### src/rtl/div_tick_pkg.sv
// Shared types and defaults for the div_in tick counter.
package div_tick_pkg;

    // Edge-detect FSM: hold off ticks until a genuine low level has been seen
    typedef enum logic {
        WAIT_LOW = 1'b0,
        RUN      = 1'b1
    } edge_state_t;

    localparam int DEF_WIDTH   = 4;
    localparam int DEF_MODULUS = 10;

endpackage

### src/rtl/div_edge_det.sv
// Rising-edge detector for the slow div_in square wave.
// Optional macro DIV_TICK_SYNC_EN adds a two-flop synchronizer in front of
// the detector, costing one extra edge of tick latency.
module div_edge_det
    import div_tick_pkg::*;
(
    input  logic clk,
    input  logic init,
    input  logic div_in,
    output logic tick
);

`ifdef DIV_TICK_SYNC_EN
    // samp[0..1] synchronizer, samp[2] current, samp[3] previous
    localparam int DEPTH = 4;
`else
    // samp[0] sampling flop, samp[1] current, samp[2] previous
    localparam int DEPTH = 3;
`endif

    logic [DEPTH-1:0] samp;
    // vld[i] marks that samp[i] holds a real sample rather than a reset zero,
    // so a reset-cleared register is never mistaken for a low level
    logic [DEPTH-2:0] vld;
    logic             cur;
    logic             prv;
    edge_state_t      state;

    assign cur = samp[DEPTH-2];
    assign prv = samp[DEPTH-1];

    // Shift div_in down the sample chain together with its valid marker
    always_ff @(posedge clk) begin
        if (init) begin
            samp <= '0;
            vld  <= '0;
        end else begin
            samp <= {samp[DEPTH-2:0], div_in};
            vld  <= {vld[DEPTH-3:0], 1'b1};
        end
    end

    // Arm on the first real low sample, then emit one tick per 0->1 step
    always_ff @(posedge clk) begin
        if (init) begin
            state <= WAIT_LOW;
            tick  <= 1'b0;
        end else begin
            case (state)
                WAIT_LOW: begin
                    tick <= 1'b0;
                    if (vld[DEPTH-2] && !cur)
                        state <= RUN;
                end
                RUN: begin
                    tick <= cur & ~prv;
                end
                default: begin
                    state <= WAIT_LOW;
                    tick  <= 1'b0;
                end
            endcase
        end
    end

endmodule

### src/rtl/div_tick_counter.sv
// Modulo up/down counter advanced by rising edges of div_in.
// Optional macro DIV_TICK_SYNC_EN (handled in div_edge_det) synchronizes
// div_in before edge detection.
module div_tick_counter
    import div_tick_pkg::*;
#(
    parameter int WIDTH   = DEF_WIDTH,
    parameter int MODULUS = DEF_MODULUS
) (
    input  logic             clk,
    input  logic             init,
    input  logic             div_in,
    input  logic             en,
    input  logic             up,
    input  logic             load,
    input  logic [WIDTH-1:0] load_val,
    output logic [WIDTH-1:0] q,
    output logic             tick,
    output logic             tc,
    output logic             err
);

    localparam logic [WIDTH-1:0] Q_MAX   = WIDTH'(MODULUS - 1);
    // One extra bit so MODULUS == 2**WIDTH compares correctly
    localparam logic [WIDTH:0]   MOD_EXT = (WIDTH + 1)'(MODULUS);

    div_edge_det u_edge (
        .clk    (clk),
        .init   (init),
        .div_in (div_in),
        .tick   (tick)
    );

    // Counter with init > load > count priority; tc marks the wrapped value
    always_ff @(posedge clk) begin
        if (init) begin
            q   <= '0;
            tc  <= 1'b0;
            err <= 1'b0;
        end else if (load) begin
            tc <= 1'b0;
            if ({1'b0, load_val} >= MOD_EXT) begin
                q   <= Q_MAX;
                err <= 1'b1;
            end else begin
                q <= load_val;
            end
        end else if (tick && en) begin
            if (up) begin
                if (q == Q_MAX) begin
                    q  <= '0;
                    tc <= 1'b1;
                end else begin
                    q  <= q + WIDTH'(1);
                    tc <= 1'b0;
                end
            end else begin
                if (q == '0) begin
                    q  <= Q_MAX;
                    tc <= 1'b1;
                end else begin
                    q  <= q - WIDTH'(1);
                    tc <= 1'b0;
                end
            end
        end else begin
            tc <= 1'b0;
        end
    end

endmodule

### config.mk
export PLATFORM = sky130hd
export DESIGN_NAME = div_tick_counter
export DESIGN_NICKNAME = d
export VERILOG_FILES = /design/src/rtl/div_tick_pkg.sv /design/src/rtl/div_edge_det.sv /design/src/rtl/div_tick_counter.sv
export SDC_FILE = /design/constraint.sdc
export NUM_CORES = 1
export LEC_CHECK = 0
export CAP_MARGIN = 20
export CORE_MARGIN = 2
export CORE_UTILIZATION = 48
export CTS_CLUSTER_SIZE = 25
export DETAILED_ROUTE_END_ITERATION = 16
export PLACE_DENSITY = 0.8
export SLEW_MARGIN = 20
export SYNTH_ARGS = -nofsm -noshare
export SYNTH_HDL_FRONTEND = slang
export SYNTH_SLANG_ARGS = --single-unit
### constraint.sdc
create_clock -name clk -period 3.5 [get_ports clk]
set_clock_uncertainty 0.15 [all_clocks]
set_input_delay 0.525 -clock clk [delete_from_list [all_inputs] [get_ports clk]]
set_output_delay 0.525 -clock clk [all_outputs]
set_load 0.02 [all_outputs]
---- Yosys cells after proc, flatten, opt, wreduce, memory -nomap -nowiden ----
Index checks and enable logic that the tools add are counted.
storage, ports and cells
  register bits ........................... 13
  memory bits (writable) .................. 0
  output and inout port bits .............. 7
  memories ................................ 0
  bits in latches ......................... 0
  memory bits (read-only) ................. 0
operators by class
  add/subtract/negate cells ............... 2
  reductions and logical operators ........ 7
  div/mod/pow operators ................... 0
  mux-type cells .......................... 13
  bitwise logic cells ..................... 4
  equal/unequal tests ..................... 1
  multiply operators ...................... 0
  order comparisons ....................... 1
  shift-type cells ........................ 0
operators by type and width
  kind                   number
  $mux W4                6
  $mux W1                6
  $add A4 B1 Y4 const B  1
  $eq A4 B4 Y1 const B   1
  $ge A4 B4 Y1 const B   1
  $logic_not A4 Y1       1
  $sub A4 B1 Y4 const B  1
  $not A1 Y1             3
  $reduce_or A3 Y1       1
  $logic_and A1 B1 Y1    2
  $pmux W1 S2            1
  $reduce_and A2 Y1      1
  $reduce_bool A2 Y1     1
  $and A1 B1 Y1          1
  $logic_not A1 Y1       1

---- Longest topological paths before layout ----
  depth in word-level cells ............... 5
  gate-level depth with buffers ........... 5
  gate-level depth less buffers ........... 4

---- Modules after synthesis ----
A second synthesis with hierarchy kept.
unflattened totals
  cells, all modules ...................... 70
  area, all modules ....................... 650.6 um^2
by module, submodules not included
  module            instances  cells an instance  area an instance (um^2)
  div_tick_counter  1          55                 449.2
  div_edge_det      1          15                 201.4

---- Worst setup path after synthesis ----
Ideal clock, no wire load.
  kind .................................... input-to-reg
  start point ............................. input port up
  end point ............................... register q[2]
  arrival ................................. 1,288 ps
  buffers on the path ..................... 1
  setup slack ............................. 1,923 ps
  cell stages on the path ................. 5
  cells stage by stage .................... buf_6 nand3_2 nor4bb_1 a2111oi_1 a221oi_1
on the way
  cells in the longest elaborated chain, start to end .. 3
ends and longest elaborated chain
  item                  line                    source
  start, declared       div_tick_counter.sv:14  input logic up,
  $mux W4               div_tick_counter.sv:49  if (up) begin
  $mux W4               div_tick_counter.sv:48  end else if (tick && en) begin
  $mux W4               div_tick_counter.sv:40  end else if (load) begin
  end signal, assigned  div_tick_counter.sv:46  q <= load_val;
  end signal, assigned  div_tick_counter.sv:54  q <= q + WIDTH'(1);
  end signal, assigned  div_tick_counter.sv:62  q <= q - WIDTH'(1);
  end, declared         div_tick_counter.sv:17  output logic [WIDTH-1:0] q,
No other way between the ends. The select of a mux whose other input is x is not followed.
A chain may end at the register's enable or synchronous reset.

---- Worst setup path in the final report ----
  start point ............................. register q[0]
  end point ............................... output port q[0]
No word-level cell between the ends.

==> impl_summary.md <==
Run status
The run finished with clean final reports.

Timing
Static timing analysis puts the maximum clock frequency at 0.440 GHz. The worst path in the final design needs a cycle of 2.27 ns, including I/O delays and setup. Setup repair after global routing left no endpoint under its margin. The portion of the clock cycle consumed by the worst path in the final layout is 64.9%. The total setup violations reported at the end of the flow is 0. The worst slew margin relative to its limit is 67.8%.

For the pin with the worst max-slew slack, the measured transition is 0.482 ns. The final number of hold-violating endpoints is 0. The final max-slew violation count is 0.

After routing, the total negative slack on setup checks comes to 0 ns. The worst path meets setup with 1.23 ns of slack.

Global route
The via count of the first global-routing pass is 434. The global route total overflow is 0. The total routing resource utilization after global routing is 17.2%. The global-route wire length before repair is 1.81 mm. The pin count of the biggest net entering global routing is 14. The initial antenna violation count is 0.

Synthesis
The synthesized netlist contains 29 unique library cells. The share of synthesized flip-flops with an asynchronous set or reset is 0%. The portion of synthesized cell area occupied by the leading cell type is 41.4%. The post-synthesis cell type with the largest combined area is sky130_fd_sc_hd__dfxtp_1. The number of enable flip-flop cells after synthesis is 0. Counting instances in the post-synthesis netlist gives the leading cell types as sky130_fd_sc_hd__dfxtp_1, sky130_fd_sc_hd__nor2_1. The net count after synthesis is 78. In the synthesized netlist the dominant register cell turns out to be sky130_fd_sc_hd__dfxtp_1. sky130_fd_sc_hd__dfxtp_1 is the most common cell in the netlist.

In this run the cell area of the synthesized design comes to 629 µm². The number of warnings issued by yosys is 0. For this run, the register share of the synthesized area comes to 41.4%.

The post-synthesis cell count is 68. The number of synthesized register bits is 13. Yosys attributes the largest share of cell area to sky130_fd_sc_hd__dfxtp_1, sky130_fd_sc_hd__buf_6, sky130_fd_sc_hd__a221oi_1. In this run the mean area of a mapped cell was 9.26 µm².

Clock tree
The count of hold-fix buffers inserted at cts is 0. The number of clock buffers added by TritonCTS is 3. The number of buffers on the longest clock path is 2. The clock sink count is 13.

The clock slew at the register clock pins of the worst setup and hold paths is 0.08 ns. After clock tree synthesis, the setup repair step added 0 buffers. The cell sitting at the root of the clock tree is a sky130_fd_sc_hd__clkbuf_4. The CTS tree is done. In this run the number of H-tree levels came out at 1. The clock insertion delay at the later pin of the skew report is 0.27 ns. The number of instances resized during post-cts repair is 0.

Placement
The last weighted congestion value of the routability-driven placer is 0.750. The number of I/O port buffers is 16. The number of cells after detailed placement is 93. The placement-stage worst setup slack is 1.23 ns. Once detailed placement completed, the half-perimeter wirelength came to 876 µm.

Worst setup path
For the worst setup path, the data required time is 2.82 ns. The largest stage delay on the critical path is 0.70 ns. The number of buffers and inverters on the critical path is 1. The cell type of the slowest stage on the worst timing path is sky130_fd_sc_hd__clkdlybuf4s50_1. For the worst setup path, the data arrival time is 1.60 ns. The class of the most critical setup path is register to output pin.

The worst register-to-register path has a depth of 4. The endpoint of the worst register-to-register path is q[2]. The endpoint type of the worst setup path is an output pin. The flop-to-flop setup slack is 1.81 ns. The launching element type of the critical path is a register.

The dominant delay contributor by cell family on the critical path is buffers and inverters. Walking the worst path, the cells encountered are clkdlybuf4s50_1. The worst register-to-register path begins at q[0]. The number of gates on the worst path with buffers counted is 1.

Of all nets on the critical path, the largest fanout is 11.

Min path
The startpoint of the lowest-slack hold path is u_edge.samp[2]. The worst hold path stage count is 1. The class of the tightest hold or removal check is register to register. The endpoint with the worst hold slack is u_edge.tick.

Cells and area
The synthesis-to-finish area growth is 25.2%. The core occupancy in the finished layout is 62.1%. The post-route non-filler standard cell count is 97. The final net count is 93. The repair_antennas step left the layout with diodes totalling 0.

The filler cell count in the final layout is 120. The share of final-layout standard cells stronger than drive strength 1 is 9.76%.

Power and ir drop
VDD sags by at most 0.258 mV. In this run the power density over the cells is 393 nW/µm². The leakage component of the power is 0.000275 µW.

Die
The die is 40.2 µm tall. After floorplanning, the core was sized to cover 1270 µm². Pin placement for this block handled 17 I/O pins. The die footprint is 1620 µm². The starting utilization of the core area is 49.6%. In this run the core area contains 13 standard-cell rows. The width of the die is 40.2 µm.

Drt
Once detail routing completed, the nets flagged for antenna violations numbered 0. For this block, the routed nets add up to 1.21 mm of wire. The number of DRC markers in iteration 0 is 5. The first detailed-routing pass took 4 iterations.

For this block, the via count after detailed routing is 548. The via density per instance is 5.65. The post-detailed-route DRC marker count is 0.

After detailed routing, the average wire length per cell comes to 12.4 µm.

Job
The number of maximum-capacitance violations is 0.
[layout make-up]
| type | count | area [µm²] | area share [%] |
|---|---|---|---|
| sequential | 13 | 260 | 33.0 |
| timing repair buffer | 16 | 160 | 20.3 |
| inverter | 4 | 15.0 | 1.90 |
| tap | 15 | 18.8 | 2.38 |
| clock buffer | 3 | 22.5 | 2.86 |
| clock inverter | 1 | 5.00 | 0.635 |
| multi-input combinational | 45 | 307 | 38.9 |
[power breakdown]
part           internal [µW]  switching [µW]  total (µW)
sequential               155            11.5         167
combinational           28.5            24.0        52.5
clock                   42.3            47.9        90.2
[per-stage QoR]
stage | instance area [µm²] | power, µW | hold WS [ns]
2_1_floorplan | 629 | 203 | 0.226
3_3_place_gp | 761 | 221 | 0.235
3_5_place_dp | 761 | 223 | 0.239
4_1_cts | 788 | 316 | 0.250
5_1_grt | 788 | 327 | 0.253
6_report | 788 | 310 | 0.249
[kinds of logic (layout without fill, tap and decap cells)]
logic type | Yosys count | in the layout | synth area share [%]
flops | 13 | 13 | 41.4
compound gates | 16 | 16 | 18.3
simple gates | 25 | 25 | 24.9
xor+xnor | 4 | 4 | 5.57
buf+inv | 10 | 24 | 9.94
[how the worst max path moves through the flow]
stage / from / endpoint / slack (ns)
detailed placement: up / q[2] / 1.23
global route: q[0] / q[0] / 1.15
floorplan: up / q[2] / 1.92
CTS: q[0] / q[0] / 1.21
global placement: up / q[2] / 1.26
finish: q[0] / q[0] / 1.23
[layout by cell type (no fill, tap or decap), types with 2 or more instances in the layout]
| cell | Yosys | final |
|---|---|---|
| sky130_fd_sc_hd__dfxtp_1 | 13 | 13 |
| sky130_fd_sc_hd__a221oi_1 | 3 | 3 |
| sky130_fd_sc_hd__clkbuf_4 | 0 | 3 |
| sky130_fd_sc_hd__nand3_1 | 2 | 2 |
| sky130_fd_sc_hd__xnor2_1 | 2 | 2 |
| sky130_fd_sc_hd__clkdlybuf4s50_1 | 0 | 16 |
| sky130_fd_sc_hd__xor2_1 | 2 | 2 |
| sky130_fd_sc_hd__nor3_1 | 2 | 2 |
| sky130_fd_sc_hd__nor2b_1 | 4 | 4 |
| sky130_fd_sc_hd__nor2_1 | 6 | 6 |
| sky130_fd_sc_hd__or3_1 | 2 | 2 |
| sky130_fd_sc_hd__a21oi_1 | 4 | 4 |
| sky130_fd_sc_hd__inv_1 | 4 | 4 |
| sky130_fd_sc_hd__o21ai_0 | 4 | 4 |
[sequential cells by signal, summed over array words and instances, names as in the netlist]
signal        cells
err               1
q                 4
tc                1
u_edge.samp       3
u_edge.state      1
u_edge.tick       1
u_edge.vld        2
[per-layer routing]
layer / wire length [µm] / global-route usage [%] / vias to the layer above
li1: - / - / 274
met1: 544 / 21.4 / 251
met2: 554 / 26.2 / 21
met3: 99 / 10.0 / 2
met4: 9 / 2.50 / 0
met5: 0 / 0 / -
Power figures use the tool's default switching activity.
